## config.mk

```make
export PLATFORM = sky130hd
export DESIGN_NAME = addsub_seq_ctrl
export DESIGN_NICKNAME = d
export VERILOG_FILES = /design/src/rtl/alu_pkg.sv /design/src/rtl/cla8_cin.sv /design/src/rtl/addsub_seq_ctrl.sv
export SDC_FILE = /design/constraint.sdc
export NUM_CORES = 1
export LEC_CHECK = 0
export CORE_ASPECT_RATIO = 0.9
export CORE_UTILIZATION = 33
export CTS_CLUSTER_SIZE = 30
export DETAILED_ROUTE_END_ITERATION = 8
export MAX_ROUTING_LAYER = met4
export PLACE_DENSITY = 0.56
export SYNTH_ARGS = -nofsm -noshare
export SYNTH_HDL_FRONTEND = slang
export SYNTH_SLANG_ARGS = --single-unit
```

## constraint.sdc

```tcl
create_clock -name clk -period 3.58 [get_ports clk]
set_clock_uncertainty 0.05 [all_clocks]
set_input_delay 0.716 -clock clk [delete_from_list [all_inputs] [get_ports clk]]
set_output_delay 0.716 -clock clk [all_outputs]
set_load 0.02 [all_outputs]
```

## src/rtl/alu_pkg.sv

```systemverilog
// Shared types and constants for the byte-serial add/subtract sequencer.
package alu_pkg;

  localparam int unsigned SLICE_W = 8;

  typedef enum logic [1:0] {
    IDLE,
    RUN,
    DONE
  } seq_state_t;

endpackage

```

## src/rtl/cla8_cin.sv

```systemverilog
// Combinational 8-bit carry-lookahead adder with carry-in.
module cla8_cin
  import alu_pkg::*;
(
  input  logic [SLICE_W-1:0] a,
  input  logic [SLICE_W-1:0] b,
  input  logic               cin,
  output logic [SLICE_W-1:0] s,
  output logic               cout
);

  logic [SLICE_W-1:0] w_g;
  logic [SLICE_W-1:0] w_p;
  logic [SLICE_W:0]   w_c;
  logic               w_term;
  logic               w_pp;

  assign w_g = a & b;
  assign w_p = a ^ b;

  // Each carry is the flattened sum of products over all lower generate terms and cin.
  always_comb begin
    w_c    = '0;
    w_c[0] = cin;
    w_term = 1'b0;
    w_pp   = 1'b0;
    for (int i = 0; i < SLICE_W; i++) begin
      w_term = w_g[i];
      w_pp   = w_p[i];
      for (int j = i - 1; j >= 0; j--) begin
        w_term = w_term | (w_pp & w_g[j]);
        w_pp   = w_pp & w_p[j];
      end
      w_term     = w_term | (w_pp & cin);
      w_c[i + 1] = w_term;
    end
  end

  assign s    = w_p ^ w_c[SLICE_W-1:0];
  assign cout = w_c[SLICE_W];

endmodule

```

## src/rtl/addsub_seq_ctrl.sv

```systemverilog
// Byte-serial signed add/subtract: one 8-bit CLA slice per cycle, LSB first, with a
// registered carry; results and flags are loaded together when the last slice completes.
module addsub_seq_ctrl
  import alu_pkg::*;
#(
  parameter int unsigned WIDTH = 16
) (
  input  logic             clk,
  input  logic             rst,
  input  logic             start,
  input  logic             mode,
  input  logic [WIDTH-1:0] a,
  input  logic [WIDTH-1:0] b,
  output logic             busy,
  output logic             done,
  output logic [WIDTH-1:0] sum,
  output logic             cout,
  output logic             ovfl,
  output logic             zero
);

  localparam int unsigned NSLICE = WIDTH / SLICE_W;
  localparam int unsigned IDX_W  = $clog2(NSLICE);

  seq_state_t r_state;
  seq_state_t w_state_d;

  logic [NSLICE-1:0][SLICE_W-1:0] r_a;
  logic [NSLICE-1:0][SLICE_W-1:0] r_b;
  logic [NSLICE-1:0][SLICE_W-1:0] r_work;
  logic [NSLICE-1:0][SLICE_W-1:0] w_work_d;
  logic [IDX_W-1:0]               r_idx;
  logic                           r_carry;

  logic             r_busy;
  logic             r_done;
  logic [WIDTH-1:0] r_sum;
  logic             r_cout;
  logic             r_ovfl;
  logic             r_zero;

  logic [SLICE_W-1:0] w_sa;
  logic [SLICE_W-1:0] w_sb;
  logic [SLICE_W-1:0] w_s;
  logic               w_co;
  logic               w_last;
  logic               w_ovfl;

  cla8_cin u_cla (
    .a    (w_sa),
    .b    (w_sb),
    .cin  (r_carry),
    .s    (w_s),
    .cout (w_co)
  );

  assign w_last = (r_idx == IDX_W'(NSLICE - 1));

  always_comb begin
    w_state_d = r_state;
    unique case (r_state)
      IDLE:    if (start) w_state_d = RUN;
      RUN:     if (w_last) w_state_d = DONE;
      DONE:    w_state_d = IDLE;
      default: w_state_d = IDLE;
    endcase
    w_sa            = r_a[r_idx];
    w_sb            = r_b[r_idx];
    // On the last slice this is the complete result.
    w_work_d        = r_work;
    w_work_d[r_idx] = w_s;
  end

  // Operands already carry the inverted b, so this is the plain same-sign overflow test.
  assign w_ovfl = (r_a[NSLICE-1][SLICE_W-1] == r_b[NSLICE-1][SLICE_W-1]) &&
                  (w_work_d[NSLICE-1][SLICE_W-1] != r_a[NSLICE-1][SLICE_W-1]);

  always_ff @(posedge clk) begin
    if (rst) begin
      r_state <= IDLE;
      r_a     <= '0;
      r_b     <= '0;
      r_work  <= '0;
      r_idx   <= '0;
      r_carry <= 1'b0;
      r_busy  <= 1'b0;
      r_done  <= 1'b0;
      r_sum   <= '0;
      r_cout  <= 1'b0;
      r_ovfl  <= 1'b0;
      r_zero  <= 1'b0;
    end else begin
      r_state <= w_state_d;
      r_done  <= 1'b0;
      unique case (r_state)
        IDLE: begin
          if (start) begin
            r_a     <= a;
            r_b     <= mode ? ~b : b;
            r_carry <= mode;
            r_idx   <= '0;
            r_busy  <= 1'b1;
          end
        end
        RUN: begin
          r_work  <= w_work_d;
          r_carry <= w_co;
          if (w_last) begin
            r_sum  <= w_work_d;
            r_cout <= w_co;
            r_zero <= (w_work_d == '0);
            r_ovfl <= w_ovfl;
            r_done <= 1'b1;
          end else begin
            r_idx <= r_idx + IDX_W'(1);
          end
        end
        DONE: begin
          r_busy <= 1'b0;
        end
        default: begin
          r_busy <= 1'b0;
        end
      endcase
    end
  end

  assign busy = r_busy;
  assign done = r_done;
  assign sum  = r_sum;
  assign cout = r_cout;
  assign ovfl = r_ovfl;
  assign zero = r_zero;

endmodule

```

==> flow_summary.yaml, run 1 <==
cts:
  hold_buffers: 0
  cts_buffer_depth: 2
  cts_tree: "done"
  clk_pin_slew_ns: 0.07
  htree_levels: 3
  cts.sinks: 65
  insertion_delay_ns: 0.34
  cts_resized: 0
  cts_setup_buffers: 0
  clockRootBuffer: "clkbuf_8"
  cts_buffers: 9
hold_path:
  holdPathStages: 2
  hp-start: "r_a[12]"
  worstHoldPathType: "reg -> reg"
  hold_end: "r_a[12]"
die:
  initial_core_util_pct: 34.45
  die_y_um: 92.35
  io_pins: 57
  fp.dieW_um: 102.4
  rows: 32
  core_area_sq_um: 8688
  die-area_sq_um: 9455
placed_design:
  gp_routability_congestion: 0.7947
  dp_cells: 499
  place_hpwl_mm: 4.902
  post-place-ws_ns: 0.4949
  io_buffers: 56
yosys:
  synth-edff-count: 0
  seq_area_frac_synth_pct: 43.48
  synth_cell_types: 45
  synth_compound_area_share_pct: 16.89
  yosys.area_share.simple_pct: 19.36
  netlist_area_sq_um: 2993
  synth_fa_ha_area_share_pct: 4.431
  ys_seq_elements: 65
  ys_async_sr_fraction_pct: 0
  yosys_warnings: 0
  synth_xor_area_share_pct: 6.145
  syn-num-nets: 391
  synth_top_family_by_area: "simple AND/OR/NAND/NOR gates"
  synth_top_area_share_pct: 43.48
  synthTopCellsByCount: "nand2_1, dfxtp_1, a21oi_1"
  syn_inst: 345
  yosysTopAreaCell: "dfxtp_1"
  synth_mux_area_share_pct: 6.355
  avgSynthCellArea_sq_um: 8.675
  post-synth-top-count-cell: "nand2_1"
  synth_top_flop_cell: "dfxtp_1"
  ys_top_cells_by_area: "dfxtp_1, nand2_1, a21oi_1"
finish:
  areaGrowthSynthToFinish_pct: 28.34
  multi_input_area_sq_um: 1594
  regArea_sq_um: 1301
  nNetsFinal: 437
  fin_cells: 515
  fillers: 890
  diodes: 0
  final_layout_size_suffix_gt1_share_pct: 11.36
routing:
  via_per_inst: 4.827
  drtIter0Drc: 75
  vias: 2486
  wl_per_cell_um: 13.34
  routed_wl_mm: 6.868
  drt_pass1_iterations: 4
  ant_nets: 0
  drc: 0
power_and_ir_drop:
  peakVddDrop_v: 0.0002239
  p_total_w: 0.001774
  leakagePower_nw: 1.435
  p_per_area_nw_per_um2: 461.8
timing:
  tns_ns: 0
  max_freq_mhz: 320.5
  hold_viol_final: 0
  worstMarginPinSlew_ns: 0.7228
  period_share_pct: 87.14
  slew_viol_final: 0
  fin_ws_ns: 0.4602
  hold_ws_ns: 0.4035
  relSlewSlack_pct: 51.72
  period_needed_ns: 3.120
  setup_viol: 0
  rsz0062_at_grt: "no"
setup_path:
  reg2reg_to: "ovfl"
  crit_path_max_incr_delay_ns: 0.69
  crit_path_end_kind: "flop"
  cp_cell_sequence: "buf_4 > mux2_2 > ha_1 > a21oi_1 > nand2_1 > o2111ai_2 > nand4b_4 > or3_1 > a311oi_2"
  cp.arrival_ns: 3.32
  critical_path_peak_fanout: 15
  r2r-start: "r_idx"
  r2r_cells: 9
  cp-start-kind: "flop"
  cp_slowest_cell: "dfxtp_1"
  crit_type: "reg -> reg"
  cp.required_ns: 3.78
  rrSetupSlack_ns: 0.46
  cp_top_family: "compound AO/OA/AOI/OAI gates"
  crit_buf_inv: 1
global_route:
  grt_overflow: 0
  grt_pass1_vias: 2293
  antenna_found_initial: 0
  grt_pass1_wl_mm: 11.23
  grtUsageTotal_pct: 16.09
  grt_max_degree: 49
run:
  drv_cap: 0
run_status:
  outcome: "completed"
==> kinds of logic after synthesis <==
group | Yosys count
compound gates | 80
xor+xnor | 21
simple gates | 126
buf+inv | 26
flops | 65
mux | 17
fa+ha+maj | 10
==> per-stage QoR <==
step / cell area [sq um] / util [%]
after CTS: 3841 / 44.21
final: 3841 / 44.21
after global placement: 3633 / 41.82
after detailed placement: 3633 / 41.82
after floorplan: 2993 / -
after global routing: 3841 / 44.21
==> final cells by class <==
| cell class | instances | share of cell area [%] |
|---|---|---|
| multi-input cells | 254 | 41.50 |
| flip-flops and latches | 65 | 33.88 |
| repair buffers | 60 | 15.24 |
| clock buffers | 14 | 4.495 |
| well taps | 119 | 3.876 |
| clock inverters | 2 | 0.9121 |
| inverters | 1 | 0.09772 |
==> layer usage <==
layer  up-vias  global-route usage, %  routed length (um)
met5         -                      -                   0
met4         0                  5.714                  94
met3        11                  4.906                 274
met2        54                  22.93                2959
met1      1137                  21.42                3539
li1       1284                      -                   -
==> worst max-delay path by stage <==
stage	from	end	slack, ns	cells past startpoint
after floorplan	r_idx	ovfl	0.54	10
after global placement	r_idx	ovfl	0.58	9
after detailed placement	r_idx	ovfl	0.49	9
after CTS	r_idx	ovfl	0.47	9
after global routing	r_idx	ovfl	0.27	9
final	r_idx	ovfl	0.46	9
==> registers in the layout, summed over array words and instances (netlist names) <==
signal / cells
r_a: 16
r_b: 16
sum: 16
r_work: 8
r_state: 2
busy: 1
cout: 1
done: 1
ovfl: 1
r_carry: 1
r_idx: 1
zero: 1
==> where the power goes <==
part | leakage [nW] | internal (W) | switching, W | total [W]
registers | 0.532 | 0.000768 | 0.0000325 | 0.000801
logic | 0.797 | 0.000155 | 0.000169 | 0.000325
clock network | 0.107 | 0.000378 | 0.000270 | 0.000648
==> layout by cell type (no fill, tap or decap), types with 2 or more instances in the layout <==
master / instances
buf_4: 4
nand3_1: 3
clkbuf_8: 12
and2_1: 2
nor3_1: 2
nand2b_1: 5
xor2_1: 2
a21oi_1: 42
and4_1: 2
or3_1: 2
a211oi_1: 22
clkdlybuf4s50_1: 55
o21ai_0: 3
nor2b_1: 2
nand2_1: 72
a21o_1: 2
dfxtp_1: 65
ha_1: 9
mux2_2: 16
xnor2_1: 19
clkbuf_1: 2
and3_1: 2
nor2_1: 24
==> tightest hold or removal path: stages (launching register included) <==
cell     delay, ns
dfxtp_1       0.31
nand2_1       0.05
a21oi_1       0.05
Note: power is estimated with default switching activity, not from simulation.
==> inputs of run 2 (changes only) <==
--- a/config.mk
+++ b/config.mk
@@ -5,12 +5,13 @@
 export SDC_FILE = /design/constraint.sdc
 export NUM_CORES = 1
 export LEC_CHECK = 0
+export ABC_AREA = 1
 export CORE_ASPECT_RATIO = 0.9
-export CORE_UTILIZATION = 33
+export CORE_UTILIZATION = 35
 export CTS_CLUSTER_SIZE = 30
 export DETAILED_ROUTE_END_ITERATION = 8
 export MAX_ROUTING_LAYER = met4
-export PLACE_DENSITY = 0.56
+export PLACE_DENSITY = 0.58
 export SYNTH_ARGS = -nofsm -noshare
 export SYNTH_HDL_FRONTEND = slang
 export SYNTH_SLANG_ARGS = --single-unit
==> run 2 against run 1 <==
  * Global-route usage is 1.1 points higher
  * Count of clock-buffer cells in the layout down 3
  * Sequential power rose by 2%
  * Critical path type unchanged
==> flow_summary.yaml, run 2 <==
yosys:
  synth_cell_types: 34
  post-synth-top-count-cell: "nand2_1"
  seq_area_frac_synth_pct: 40.69
  ys_top_cells_by_area: "dfxtp_1, nand2_1, o21ai_0"
  yosys_warnings: 0
  synth_compound_area_share_pct: 15.45
  syn-num-nets: 479
  netlist_area_sq_um: 3247
  synth_xor_area_share_pct: 4.855
  synth-edff-count: 0
  synthTopCellsByCount: "nand2_1, dfxtp_1, nor2_1"
  ys_async_sr_fraction_pct: 0
  avgSynthCellArea_sq_um: 7.499
  synth_top_area_share_pct: 40.69
  yosysTopAreaCell: "dfxtp_1"
  synth_top_flop_cell: "dfxtp_1"
  synth_top_family_by_area: "simple AND/OR/NAND/NOR gates"
  ys_seq_elements: 66
  synth_fa_ha_area_share_pct: 4.085
  syn_inst: 433
  synth_mux_area_share_pct: 0
  yosys.area_share.simple_pct: 25.59
setup_path:
  critical_path_peak_fanout: 11
  cp.required_ns: 3.81
  cp-start-kind: "flop"
  rrSetupSlack_ns: 1.05
  crit_type: "reg -> reg"
  cp.arrival_ns: 2.76
  reg2reg_to: "zero"
  crit_path_end_kind: "flop"
  r2r-start: "r_idx"
  r2r_cells: 13
die:
  rows: 32
  fp.dieW_um: 103.5
  die-area_sq_um: 9667
  die_y_um: 93.38
  io_pins: 57
  initial_core_util_pct: 37.03
  core_area_sq_um: 8768
cts:
  cts_buffer_depth: 2
  clockRootBuffer: "clkbuf_8"
  cts.sinks: 66
  cts_setup_buffers: 0
  cts_resized: 0
  insertion_delay_ns: 0.34
  cts_buffers: 9
  htree_levels: 3
  cts_tree: "done"
  hold_buffers: 0
  clk_pin_slew_ns: 0.07
run_status:
  outcome: "completed"
power_and_ir_drop:
  p_per_area_nw_per_um2: 449.1
  peakVddDrop_v: 0.0002408
  leakagePower_nw: 1.809
placed_design:
  place_hpwl_mm: 5.539
  gp_routability_congestion: 0.8561
  post-place-ws_ns: 1.036
  io_buffers: 56
hold_path:
  holdPathStages: 2
  worstHoldPathType: "reg -> reg"
  hp-start: "sum[9]"
  hold_end: "sum[9]"
timing:
  max_freq_mhz: 396.0
  slew_viol_final: 0
  period_share_pct: 70.54
  fin_ws_ns: 1.055
  hold_viol_final: 0
  relSlewSlack_pct: 37.71
  setup_viol: 0
  tns_ns: 0
  rsz0062_at_grt: "no"
  worstMarginPinSlew_ns: 0.9314
  period_needed_ns: 2.525
routing:
  via_per_inst: 4.647
  vias: 2821
  drtIter0Drc: 87
  drt_pass1_iterations: 4
  ant_nets: 0
  routed_wl_mm: 7.373
  wl_per_cell_um: 12.15
  drc: 0
global_route:
  grt_overflow: 0
  grtUsageTotal_pct: 17.15
  antenna_found_initial: 0
  grt_max_degree: 38
  grt_pass1_wl_mm: 12.80
  grt_pass1_vias: 2776
finish:
  layout_commonest_cell: "nand2_1"
  areaGrowthSynthToFinish_pct: 25.82
  diodes: 0
  nNetsFinal: 529
  layout_common_cells: "nand2_1, dfxtp_1, clkdlybuf4s50_1, nor2_1"
  final_layout_size_suffix_gt1_share_pct: 12.09
run:
  drv_cap: 0
[run 2: cell count changes after synthesis, sizes merged, moves of 12 or more]
cell and change:
nand2 +24, a211oi -13, xnor2 -12, inv +53, nor2 +30, nand3 +14, o21ai +50, mux2 -16
a21oi -24
[run 2: critical path: stages (launching register included)]
cell     delay, ns
dfxtp_1       0.52
inv_1         0.31
nand2_1       0.13
nand2_1       0.12
fa_1          0.48
inv_1         0.13
nand4_1       0.10
nor2_1        0.10
nand2_1       0.06
nor2_1        0.10
nand2_1       0.05
nor2_1        0.12
nand3_2       0.09
o21ai_2       0.10
[run 2: where the power goes]
group / internal (W) / switching, W
logic: 0.000149 / 0.000235
clock network: 0.000356 / 0.000282
registers: 0.000787 / 0.0000265
[run 2: layer usage]
| metal | vias up | GRT usage [%] | share of wire, % |
|---|---|---|---|
| met3 | 12 | 4.878 | 4.3 |
| met4 | 0 | 4.831 | 1.4 |
| met5 | - | - | 0 |
| li1 | 1485 | - | - |
| met1 | 1265 | 21.27 | 49 |
| met2 | 59 | 27.35 | 45 |
[run 2: worst max path at each step]
stage | start | endpoint | slack, ns | depth (start not counted)
6_report | r_idx | zero | 1.05 | 13
5_1_grt | r_idx | r_work[6] | 0.76 | 14
4_1_cts | r_idx | zero | 1.03 | 13
3_5_place_dp | r_idx | zero | 1.04 | 13
3_3_place_gp | r_idx | zero | 1.05 | 13
2_1_floorplan | r_idx | r_work[6] | 1.35 | 15
[run 2: cells by family after synthesis]
kind of cell,after synthesis
simple gates,176
compound gates,89
buf+inv,74
flops,66
xor+xnor,18
fa+ha+maj,10
[run 2: layout make-up]
class                      instances  area (sq um)
fill                             896          4683
multi-input combinational        293          1623
sequential                        66          1321
timing repair buffer              59         583.1
inverter                          54         205.2
clock buffer                      11         151.4
tap                              119         148.9
clock inverter                     5         52.55
[run 2: through the flow]
stage / std cells / util, % / cell area, sq um / total power [W] / hold WS [ns]
global route: 607 / 46.59 / 4085 / 0.001941 / 0.4177
detailed placement: 591 / 44.26 / 3881 / 0.001218 / 0.3952
CTS: 607 / 46.59 / 4085 / 0.001852 / 0.4061
global placement: 591 / 44.26 / 3881 / 0.001214 / 0.3876
floorplan: 433 / - / 3247 / 0.001093 / 0.3738
finish: 607 / 46.59 / 4085 / 0.001835 / 0.4014
